**src/rtl/axil_interconnect_pkg.sv**
```systemverilog
// Shared types for the AXI-Lite priority interconnect arbiters.
package axil_interconnect_pkg;

  typedef enum logic [1:0] {
    IDLE = 2'd0,
    DATA = 2'd1,
    RESP = 2'd2
  } wr_arb_state_t;

  typedef enum logic [1:0] {
    RD_IDLE = 2'd0,
    RD_ADDR = 2'd1,
    RD_DATA = 2'd2
  } rd_arb_state_t;

endpackage

```
**src/rtl/axil_arbiter_priority_wr_if.sv**
```systemverilog
// Request/handshake/grant bundle between the write arbiter and the write-path muxes.
interface axil_arbiter_priority_wr_if #(
  parameter int unsigned NUMBER_MASTER = 20
);
  localparam int unsigned IDX_W = $clog2(NUMBER_MASTER);

  logic [NUMBER_MASTER-1:0] request_wr;
  logic [NUMBER_MASTER-1:0] m_axil_awvalid;
  logic [NUMBER_MASTER-1:0] m_axil_wvalid;
  logic [NUMBER_MASTER-1:0] m_axil_bready;
  logic                     s_axil_awready;
  logic                     s_axil_wready;
  logic                     s_axil_bvalid;
  logic [NUMBER_MASTER-1:0] grant_wr;
  logic [IDX_W-1:0]         grant_wr_idx;
  logic                     aw_en;
  logic                     w_en;
  logic                     b_en;

  // Arbiter side.
  modport slave (
    input  request_wr, m_axil_awvalid, m_axil_wvalid, m_axil_bready,
    input  s_axil_awready, s_axil_wready, s_axil_bvalid,
    output grant_wr, grant_wr_idx, aw_en, w_en, b_en
  );

  // Requester / fabric side.
  modport master (
    output request_wr, m_axil_awvalid, m_axil_wvalid, m_axil_bready,
    output s_axil_awready, s_axil_wready, s_axil_bvalid,
    input  grant_wr, grant_wr_idx, aw_en, w_en, b_en
  );

endinterface

```
**src/rtl/axil_priority_encoder.sv**
```systemverilog
// Lowest-index-wins priority encoder: one-hot grant plus encoded index (both 0 when no request).
module axil_priority_encoder #(
  parameter int unsigned N = 4
) (
  input  logic [N-1:0]         i_req,
  output logic [N-1:0]         o_grant,
  output logic [$clog2(N)-1:0] o_idx
);
  localparam int unsigned IDX_W = $clog2(N);

  always_comb begin
    o_grant = '0;
    o_idx   = '0;
    // Scan high to low so the lowest set bit is the last one written.
    for (int i = int'(N) - 1; i >= 0; i--) begin
      if (i_req[i]) begin
        o_grant    = '0;
        o_grant[i] = 1'b1;
        o_idx      = IDX_W'(i);
      end
    end
  end

endmodule

```
**src/rtl/axil_arbiter_priority_wr.sv**
```systemverilog
// Fixed-priority AXI-Lite write arbiter: holds one master from AW/W through the B handshake.
module axil_arbiter_priority_wr
  import axil_interconnect_pkg::*;
#(
  parameter int unsigned NUMBER_MASTER = 20
) (
  input logic                       aclk,
  input logic                       aresetn,
  axil_arbiter_priority_wr_if.slave bus
);
  localparam int unsigned IDX_W = $clog2(NUMBER_MASTER);

  wr_arb_state_t            r_state, w_state_d;
  logic [NUMBER_MASTER-1:0] r_grant, w_grant_d, w_next_grant;
  logic [IDX_W-1:0]         r_idx, w_idx_d, w_next_idx;
  logic                     r_aw_done, w_aw_done_d, r_w_done, w_w_done_d;
  logic                     w_aw_en, w_w_en, w_b_en, w_aw_hs, w_w_hs;

  axil_priority_encoder #(
    .N (NUMBER_MASTER)
  ) u_enc (
    .i_req   (bus.request_wr),
    .o_grant (w_next_grant),
    .o_idx   (w_next_idx)
  );

  always_ff @(posedge aclk) begin
    if (!aresetn) begin
      r_state   <= IDLE;
      r_grant   <= '0;
      r_idx     <= '0;
      r_aw_done <= 1'b0;
      r_w_done  <= 1'b0;
    end else begin
      r_state   <= w_state_d;
      r_grant   <= w_grant_d;
      r_idx     <= w_idx_d;
      r_aw_done <= w_aw_done_d;
      r_w_done  <= w_w_done_d;
    end
  end

  always_comb begin
    w_state_d   = r_state;
    w_grant_d   = r_grant;
    w_idx_d     = r_idx;
    w_aw_done_d = r_aw_done;
    w_w_done_d  = r_w_done;
    w_aw_en     = 1'b0;
    w_w_en      = 1'b0;
    w_b_en      = 1'b0;
    w_aw_hs     = 1'b0;
    w_w_hs      = 1'b0;
    unique case (r_state)
      IDLE: begin
        if (|bus.request_wr) begin
          w_state_d   = DATA;
          w_grant_d   = w_next_grant;
          w_idx_d     = w_next_idx;
          w_aw_done_d = 1'b0;
          w_w_done_d  = 1'b0;
        end
      end
      DATA: begin
        // Each channel closes once done so the master cannot issue a second beat.
        w_aw_en = !r_aw_done;
        w_w_en  = !r_w_done;
        w_aw_hs = w_aw_en & bus.m_axil_awvalid[r_idx] & bus.s_axil_awready;
        w_w_hs  = w_w_en & bus.m_axil_wvalid[r_idx] & bus.s_axil_wready;
        if (w_aw_hs) w_aw_done_d = 1'b1;
        if (w_w_hs)  w_w_done_d  = 1'b1;
        if ((r_aw_done | w_aw_hs) & (r_w_done | w_w_hs)) w_state_d = RESP;
      end
      RESP: begin
        w_b_en = 1'b1;
        if (bus.s_axil_bvalid & bus.m_axil_bready[r_idx]) begin
          w_state_d   = IDLE;
          w_grant_d   = '0;
          w_idx_d     = '0;
          w_aw_done_d = 1'b0;
          w_w_done_d  = 1'b0;
        end
      end
      default: w_state_d = IDLE;
    endcase
  end

  assign bus.grant_wr     = r_grant;
  assign bus.grant_wr_idx = r_idx;
  assign bus.aw_en        = w_aw_en;
  assign bus.w_en         = w_w_en;
  assign bus.b_en         = w_b_en;

  a_grant_onehot0: assert property (@(posedge aclk) disable iff (!aresetn)
    $onehot0(r_grant));
  a_grant_matches_idx: assert property (@(posedge aclk) disable iff (!aresetn)
    (r_state != IDLE) |-> r_grant[r_idx]);
  a_enables_exclusive: assert property (@(posedge aclk) disable iff (!aresetn)
    !(w_b_en & (w_aw_en | w_w_en)));

endmodule

```
**src/flat_wrapper.sv**
```systemverilog
// flat-port wrapper written by rule: the top's interface ports become plain ports
module axil_arbiter_priority_wr_flat import axil_interconnect_pkg::*;
#(
  parameter int unsigned NUMBER_MASTER = 20
)
  (aclk, aresetn, bus_request_wr, bus_m_axil_awvalid, bus_m_axil_wvalid, bus_m_axil_bready, bus_s_axil_awready, bus_s_axil_wready, bus_s_axil_bvalid, bus_grant_wr, bus_grant_wr_idx, bus_aw_en, bus_w_en, bus_b_en);
  axil_arbiter_priority_wr_if #(.NUMBER_MASTER(NUMBER_MASTER)) bus_i ();
  input logic aclk;
  input logic aresetn;
  input wire logic [$bits(bus_i.request_wr)-1:0] bus_request_wr;
  input wire logic [$bits(bus_i.m_axil_awvalid)-1:0] bus_m_axil_awvalid;
  input wire logic [$bits(bus_i.m_axil_wvalid)-1:0] bus_m_axil_wvalid;
  input wire logic [$bits(bus_i.m_axil_bready)-1:0] bus_m_axil_bready;
  input wire logic [$bits(bus_i.s_axil_awready)-1:0] bus_s_axil_awready;
  input wire logic [$bits(bus_i.s_axil_wready)-1:0] bus_s_axil_wready;
  input wire logic [$bits(bus_i.s_axil_bvalid)-1:0] bus_s_axil_bvalid;
  output wire logic [$bits(bus_i.grant_wr)-1:0] bus_grant_wr;
  output wire logic [$bits(bus_i.grant_wr_idx)-1:0] bus_grant_wr_idx;
  output wire logic [$bits(bus_i.aw_en)-1:0] bus_aw_en;
  output wire logic [$bits(bus_i.w_en)-1:0] bus_w_en;
  output wire logic [$bits(bus_i.b_en)-1:0] bus_b_en;
  assign bus_i.request_wr = bus_request_wr;
  assign bus_i.m_axil_awvalid = bus_m_axil_awvalid;
  assign bus_i.m_axil_wvalid = bus_m_axil_wvalid;
  assign bus_i.m_axil_bready = bus_m_axil_bready;
  assign bus_i.s_axil_awready = bus_s_axil_awready;
  assign bus_i.s_axil_wready = bus_s_axil_wready;
  assign bus_i.s_axil_bvalid = bus_s_axil_bvalid;
  assign bus_grant_wr = bus_i.grant_wr;
  assign bus_grant_wr_idx = bus_i.grant_wr_idx;
  assign bus_aw_en = bus_i.aw_en;
  assign bus_w_en = bus_i.w_en;
  assign bus_b_en = bus_i.b_en;
  axil_arbiter_priority_wr #(.NUMBER_MASTER(NUMBER_MASTER)) u_core (.aclk(aclk), .aresetn(aresetn), .bus(bus_i));
endmodule
```
**config.mk**
```make
export PLATFORM = sky130hd
export DESIGN_NAME = axil_arbiter_priority_wr_flat
export DESIGN_NICKNAME = d
export VERILOG_FILES = /design/src/rtl/axil_interconnect_pkg.sv /design/src/rtl/axil_arbiter_priority_wr_if.sv /design/src/rtl/axil_priority_encoder.sv /design/src/rtl/axil_arbiter_priority_wr.sv /design/src/flat_wrapper.sv
export SDC_FILE = /design/constraint.sdc
export NUM_CORES = 1
export LEC_CHECK = 0
export ABC_AREA = 1
export CORE_MARGIN = 4
export CORE_UTILIZATION = 38
export CTS_BUF_LIST = sky130_fd_sc_hd__clkbuf_8
export CTS_CLUSTER_SIZE = 40
export DETAILED_ROUTE_END_ITERATION = 10
export MAX_ROUTING_LAYER = met4
export PLACE_DENSITY = 0.77
export SYNTH_ARGS = -nofsm -noshare
export SYNTH_HDL_FRONTEND = slang
export SYNTH_SLANG_ARGS = --single-unit
```
**constraint.sdc**
```tcl
create_clock -name aclk -period 1.6 [get_ports aclk]
set_input_delay 0.16 -clock aclk [delete_from_list [all_inputs] [get_ports aclk]]
set_output_delay 0.16 -clock aclk [all_outputs]
set_load 0.05 [all_outputs]
```
==> key figures, run 1 <==
Outcome
  – Status: finished, violations left
  – Violated checks: negative setup slack

Yosys
  – Yosys top cell area share: 25.1%
  – Post-Synth Simple-Gate Area: 48.1%
  – Post-synthesis compound-gate area fraction: 11.9%
  – Post-Syn Area: 0.00231 sq mm
  – Post-synthesis cell count: 401
  – Largest family of logic cells by synthesized area: simple AND/OR/NAND/NOR gates
  – Seq cells post-synth: 29
  – Synth top area cells: dfxtp_1, nand2_1, nor2_1
  – Syn avg cell area: 5.77 sq um
  – Mux share of post-synthesis cell area: 0%
  – Syn. warnings: 0
  – Post-Syn Nets: 486
  – XOR/XNOR share of the synthesized area: 0%
  – Distinct cells, synth: 33
  – Seq/Total Area, Yosys: 25.1%
  – Adder-cell share of the synthesized area: 0%
  – Synth area leader: dfxtp_1

Cells and area
  – Fin area: 0.00437 sq mm
  – Diode count: 0
  – Util after Layout: 73.8%
  – Most frequent cells in the layout: nand2_1, clkdlybuf4s50_1, buf_4
  – Most common cell after layout, fill and taps aside: nand2_1
  – # nets final: 655
  – Syn-to-layout area delta: 88.9%
  – Share of layout cells above drive strength 1: 32.3%
  – Non-Filler Instances: 644

Floorplanning
  – Initial Utilization: 39.1%
  – Row cnt: 28
  – Core footprint: 0.00592 sq mm
  – I/O Pins: 113
  – Die Width: 86.0 um
  – Die H: 86.0 um
  – Die ar.: 0.00740 sq mm

Drt
  – ANT nets after route: 0
  – Starting DRT DRC Count: 131
  – Routed length per placed instance: 14.1 um
  – Routed WL: 9070 um
  – Vias per cell: 4.96
  – DRC viols: 0
  – Vias: 3192
  – First drt pass iteration count: 4

CTS
  – CTS root buffer: clkbuf_8
  – H-tree Lvls: 2
  – Num CTS Buffers: 5
  – Clock Path Buffers: 2
  – Clock sink total: 29
  – CTS clk-pin slew, worst paths: 0.06 ns
  – CTS tree: done
  – Worst-Skew Late Latency: 0.28 ns

Timing
  – Period minus WS final: 1.75 ns
  – Fin crit share: 109%
  – Hold slack: 0.290 ns
  – Final TNS setup: -2.90 ns
  – Setup Viol. Count Final: 28
  – Final Hold Fails: 0
  – Min setup slack post-route: -0.148 ns
  – FMAX: 572 MHz
  – Clock Skews: 0.00884 ns
  – Worst slew margin: 66.1%
  – Worst-Margin Slew: 0.507 ns
  – Unrepaired setup endpoints after global routing: yes
  – Max Transition Viols Final: 0

Global route
  – GR met1 Demand/Resource: 24.8%
  – Largest net degree at the start of global routing: 17
  – GR Overflow Total: 0
  – GRT met2 Usage: 42.6%
  – Most used routing layer: met2
  – First-pass GRT wire length: 13500 um
  – Initial antenna violation count: 0
  – Total GRT Usage: 23.2%
  – Number of global-route vias before repair: 3095
  – Met3 Usage GRT: 3.94%

Pwr
  – Worst IR Drop VDD: 0.000756 V
  – Sw Ratio: 45.8%
  – Combinational share of power: 66.1%
  – Int Pwr: 2.52 mW
  – Seq pwr share: 22.0%
  – Leakage: 2.07 nW
  – NetSw: 2.13 mW
  – Total power: 4.64 mW
  – PwrDens: 1060 mW/mm^2
  – Clock power frac: 11.9%

Worst setup path
  – Startpoint Class: register
  – Critical path class: reg2reg
  – Setup crit end kind: register
  – WP data required: 1.82 ns
  – Arrival @ worst endpoint: 1.97 ns
  – Crit-path max FO: 10

Place
  – DP Wirelength: 6790 um
  – Post-place setup slack: -0.380 ns
  – Port bufs: 112
  – Placed Cells: 630
  – Placer Congestion: 0.868
  – Placed Area: 0.00392 sq mm

Run
  – Max Cap Violations: 0

Min path
  – Hold crit path type: in2reg
[timing repair]
item,4_1_cts,5_1_grt
pin swaps,5,36
gates cloned,0,4
endpoints found under the setup margin,29,29
endpoints found under the hold margin,0,0
buffers inserted,1,3
hold buffers,0,0
resized for setup,28,57
[power by group through the flow]
stage                     combinational (mW)  sequential [mW]  clock (mW)
after global placement                  2.56             1.02           0
after CTS                               2.69             1.01       0.561
after global routing                    3.29             1.04       0.593
after floorplan                         1.25             1.35           0
final                                   3.07             1.02       0.551
after detailed placement                2.60             1.02           0
[worst max-delay path, cell delays in order (launching register included)]
cell     delay, ns
dfxtp_4       0.41
inv_6         0.07
buf_6         0.13
buf_6         0.12
nand2_1       0.05
nand3_1       0.08
nand3_1       0.11
nand3_1       0.10
nand2_1       0.09
nand2_1       0.06
nand2_1       0.07
nand2_2       0.07
nor2_4        0.08
nand3_1       0.07
nand2_1       0.06
inv_1         0.03
nor2_1        0.07
[state kept, by name, indices dropped and copies added (netlist names)]
register / flops
u_core.bus.grant_wr_idx: 5
u_core.r_w_done: 1
u_core.bus.grant_wr: 20
u_core.r_aw_done: 1
u_core.r_state: 2
[routing by layer]
| layer | wire length [um] | up-vias |
|---|---|---|
| li1 | - | 1613 |
| met1 | 3610 | 1430 |
| met2 | 4620 | 134 |
| met3 | 657 | 15 |
| met4 | 184 | 0 |
| met5 | 0 | - |
[final timing paths]
kind / from / slack, ns / depth (start not counted) / endpoint
worst max-delay path: u_core.bus.grant_wr_idx[0] / -0.15 / 16 / u_core.r_aw_done
worst min-delay path: bus_request_wr[12] / 0.29 / 4 / u_core.bus.grant_wr[13]
worst max register to register: u_core.bus.grant_wr_idx[0] / -0.15 / 16 / u_core.r_aw_done
worst min register to register: u_core.bus.grant_wr[1] / 0.47 / 2 / u_core.bus.grant_wr[1]
[final cells by class]
type,count,area (sq um)
Inverter,58,233
Clock inverter,1,5.00
Sequential cell,29,594
Tap cell,75,93.8
Multi-Input combinational cell,296,1610
Clock buffer,5,68.8
Timing Repair Buffer,180,1770
Fill cell,460,1550
[cell usage after synthesis (all sizes together)]
master / n
a2111oi: 1
a21oi: 7
a31oi: 1
buf: 13
clkbuf: 5
clkinv: 1
dfxtp: 29
inv: 57
nand2: 107
nand3: 47
nand3b: 2
nand4: 6
nor2: 69
nor3: 11
nor4: 2
o211ai: 4
o21ai: 33
o22ai: 3
o31ai: 1
or2: 2
[logic make-up (layout without fill, tap and decap cells)]
logic type             count (synthesis)  in the layout
AOI/OAI and AO/OA                     50             50
buffers and inverters                 76            244
DFF                                   29             29
and+or+nand+nor                      246            246
Note: power is estimated with default switching activity, not from simulation.
==> run 2, diff against run 1 <==
--- a/config.mk
+++ b/config.mk
@@ -7,12 +7,13 @@
 export LEC_CHECK = 0
 export ABC_AREA = 1
 export CORE_MARGIN = 4
-export CORE_UTILIZATION = 38
+export CORE_UTILIZATION = 41
 export CTS_BUF_LIST = sky130_fd_sc_hd__clkbuf_8
 export CTS_CLUSTER_SIZE = 40
 export DETAILED_ROUTE_END_ITERATION = 10
 export MAX_ROUTING_LAYER = met4
-export PLACE_DENSITY = 0.77
+export PLACE_DENSITY = 0.79
+export SLEW_MARGIN = 25
 export SYNTH_ARGS = -nofsm -noshare
 export SYNTH_HDL_FRONTEND = slang
 export SYNTH_SLANG_ARGS = --single-unit
==> constraint.sdc (replaced) <==
create_clock -name aclk -period 1.7 [get_ports aclk]
set_input_delay 0.17 -clock aclk [delete_from_list [all_inputs] [get_ports aclk]]
set_output_delay 0.17 -clock aclk [all_outputs]
set_load 0.05 [all_outputs]
==> run 2 against run 1 <==
Against the previous run: the flow still finishes with violations (negative setup slack); final cell count shrank 0.31%; clock power is 35% higher; cell area is the same; routed wire length is 5.4% higher; critical endpoint is now u_core.bus.grant_wr_idx[1].
==> key figures, run 2 (same netlist as run 1, synthesis figures left out) <==
Outcome
  – Status: finished, violations left
  – Violated checks: negative setup slack

Place
  – Placer Congestion: 0.961 (+11%)
  – Post-place setup slack: -0.321 ns (+0.0597 ns)
  – DP Wirelength: 6620 um (-2.5%)
  – Port bufs: 112 (unchanged)
  – Placed Area: 0.00391 sq mm (-0.29%)
  – Placed Cells: 624 (-0.95%)

Worst setup path
  – Arrival @ worst endpoint: 1.99 ns (+0.02 ns)
  – Highest cell delay on the worst timing path: 0.39 ns (-0.02 ns)
  – WP data required: 1.88 ns (+0.06 ns)
  – Setup crit end kind: register
  – Critical path depth: 14 (-2)
  – Reg2Reg Depth: 14 (-2)
  – Crit path max-delay family: simple AND/OR/NAND/NOR gates
  – Cell mode on critical path: nand2_1
  – Crit path max-delay cell type: dfxtp_4
  – Critical path class: reg2reg
  – Startpoint Class: register
  – Buf/Inv on CP: 2 (-2)
  – Crit-path max FO: 7 (-3)
  – CP Cell Sequence: buf_12 > nand2_1 > nand3_1 > nand2_1 > nand2_1 > nand3_2 > nand3_2 > nand2_2 > nand2_2 > nand2_4 > nand2_8 > buf_12 > o21ai_1 > nor2_1

Drt
  – Vias per cell: 5.17 (+4.4%)
  – Starting DRT DRC Count: 219 (+67%)
  – DRC viols: 0 (unchanged)
  – Vias: 3322 (+4.1%)
  – ANT nets after route: 0 (unchanged)
  – First drt pass iteration count: 4 (unchanged)
  – Routed WL: 9560 um (+5.4%)
  – Routed length per placed instance: 14.9 um (+5.8%)

Global route
  – First-pass GRT wire length: 14700 um (+8.8%)
  – Largest net degree at the start of global routing: 26 (+9)
  – Initial antenna violation count: 0 (unchanged)
  – Number of global-route vias before repair: 3221 (+4.1%)
  – GRT met2 Usage: 46.5% (+3.9 points)
  – Met3 Usage GRT: 3.87% (-0.069 points)
  – GR Overflow Total: 0 (unchanged)
  – Total GRT Usage: 26.1% (+2.9 points)
  – Most used routing layer: met2
  – GR met1 Demand/Resource: 29.8% (+5.0 points)

Pwr
  – Total power: 4.63 mW (-0.17%)
  – Leakage: 2.06 nW (about the same)
  – Worst IR Drop VDD: 0.000961 V (+27%)
  – PwrDens: 1060 mW/mm^2 (-0.17%)

Cells and area
  – Util after Layout: 79.9% (+6.0 points)
  – Most frequent cells in the layout: nand2_1, clkdlybuf4s50_1, buf_4
  – Largest register FFs: 20 (unchanged)
  – Most common cell after layout, fill and taps aside: nand2_1
  – Share of layout cells above drive strength 1: 27.2% (-5.1 points)
  – Fin area: 0.00437 sq mm (unchanged)
  – Non-Filler Instances: 642 (-0.31%)
  – # nets final: 654 (-0.15%)
  – Diode count: 0 (unchanged)
  – Syn-to-layout area delta: 88.9% (unchanged)

Timing
  – Unrepaired setup endpoints after global routing: yes
  – Final Hold Fails: 0 (unchanged)
  – Setup Viol. Count Final: 23 (-18%)
  – Worst-Margin Slew: 0.515 ns (+0.00747 ns)
  – Final TNS setup: -1.04 ns (+1.86 ns)
  – Max Transition Viols Final: 0 (unchanged)
  – Min setup slack post-route: -0.111 ns (+0.0369 ns)
  – Hold slack: 0.365 ns (+0.0744 ns)
  – Clock Skews: 0.00817 ns (-0.000671 ns)
  – Fin crit share: 107% (-2.7 points)
  – Worst slew margin: 64.8% (-1.3 points)
  – Period minus WS final: 1.81 ns (+0.0631 ns)
  – FMAX: 552 MHz (-3.5%)

Floorplanning
  – Die Width: 83.1 um (-3.4%)
  – Initial Utilization: 42.3% (+3.2 points)
  – Row cnt: 27 (-3.6%)
  – Core footprint: 0.00547 sq mm (-7.6%)
  – Die H: 83.1 um (-3.4%)
  – Die ar.: 0.00691 sq mm (-6.7%)
  – I/O Pins: 113 (unchanged)

Run
  – Max Cap Violations: 0 (unchanged)

CTS
  – Worst-Skew Late Latency: 0.29 ns (about the same)
  – H-tree Lvls: 2 (unchanged)
  – Clock sink total: 29 (unchanged)
  – CTS tree: done
  – Clock Path Buffers: 2 (unchanged)
  – CTS root buffer: clkbuf_8
  – Num CTS Buffers: 5 (unchanged)
  – CTS clk-pin slew, worst paths: 0.07 ns (about the same)

Min path
  – Hold crit path type: in2reg
  – Hold path cells: 4 (unchanged)
[run 2: changes by cell type in the layout (fill, tap and decap cells not counted), moves of 3 or more]
cell	change
nand3_2	-3
clkdlybuf4s50_1	+8
o21ai_2	-5
buf_4	-9
nand2_1	+7
nand2_2	-7
buf_6	-4
nand3_1	+4
o21ai_1	+4
[run 2: final timing paths]
path,slack [ns],from,end
worst max-delay path,-0.11,u_core.bus.grant_wr_idx[0],u_core.bus.grant_wr_idx[1]
worst min-delay path,0.36,bus_request_wr[3],u_core.bus.grant_wr[3]
worst max register to register,-0.11,u_core.bus.grant_wr_idx[0],u_core.bus.grant_wr_idx[1]
worst min register to register,0.47,u_core.r_w_done,u_core.r_w_done
[run 2: cell type report]
class | count | area (sq um)
Sequential cell | 29 | 594
Multi-Input combinational cell | 297 | 1560
Clock buffer | 6 | 82.6
Inverter | 58 | 240
Fill cell | 370 | 1100
Timing Repair Buffer | 178 | 1770
Tap cell | 72 | 90.1
Clock inverter | 2 | 33.8
[run 2: tightest hold or removal path, cell delays in order]
cell	delay, ns
dlymetal6s2s_1	0.15
buf_4	0.14
nand3b_1	0.09
a21oi_2	0.06
[run 2: what timing repair did]
action	CTS	global route
pin swaps	9	15
cloned	0	5
buffers inserted	2	3
hold buffers	0	0
gates resized for setup	39	31
endpoints found under the setup margin	27	29
[run 2: report_power, final]
group | switching [mW] | leakage (nW) | internal, mW
sequential | 0.137 | 0.240 | 0.821
combinational | 1.65 | 1.76 | 1.28
clock | 0.272 | 0.0626 | 0.471
[run 2: layer usage]
metal	vias up	share of wire (%)
met1	1535	41
met3	19	5.4
li1	1612	-
met2	156	51
met4	0	2.3
met5	-	0
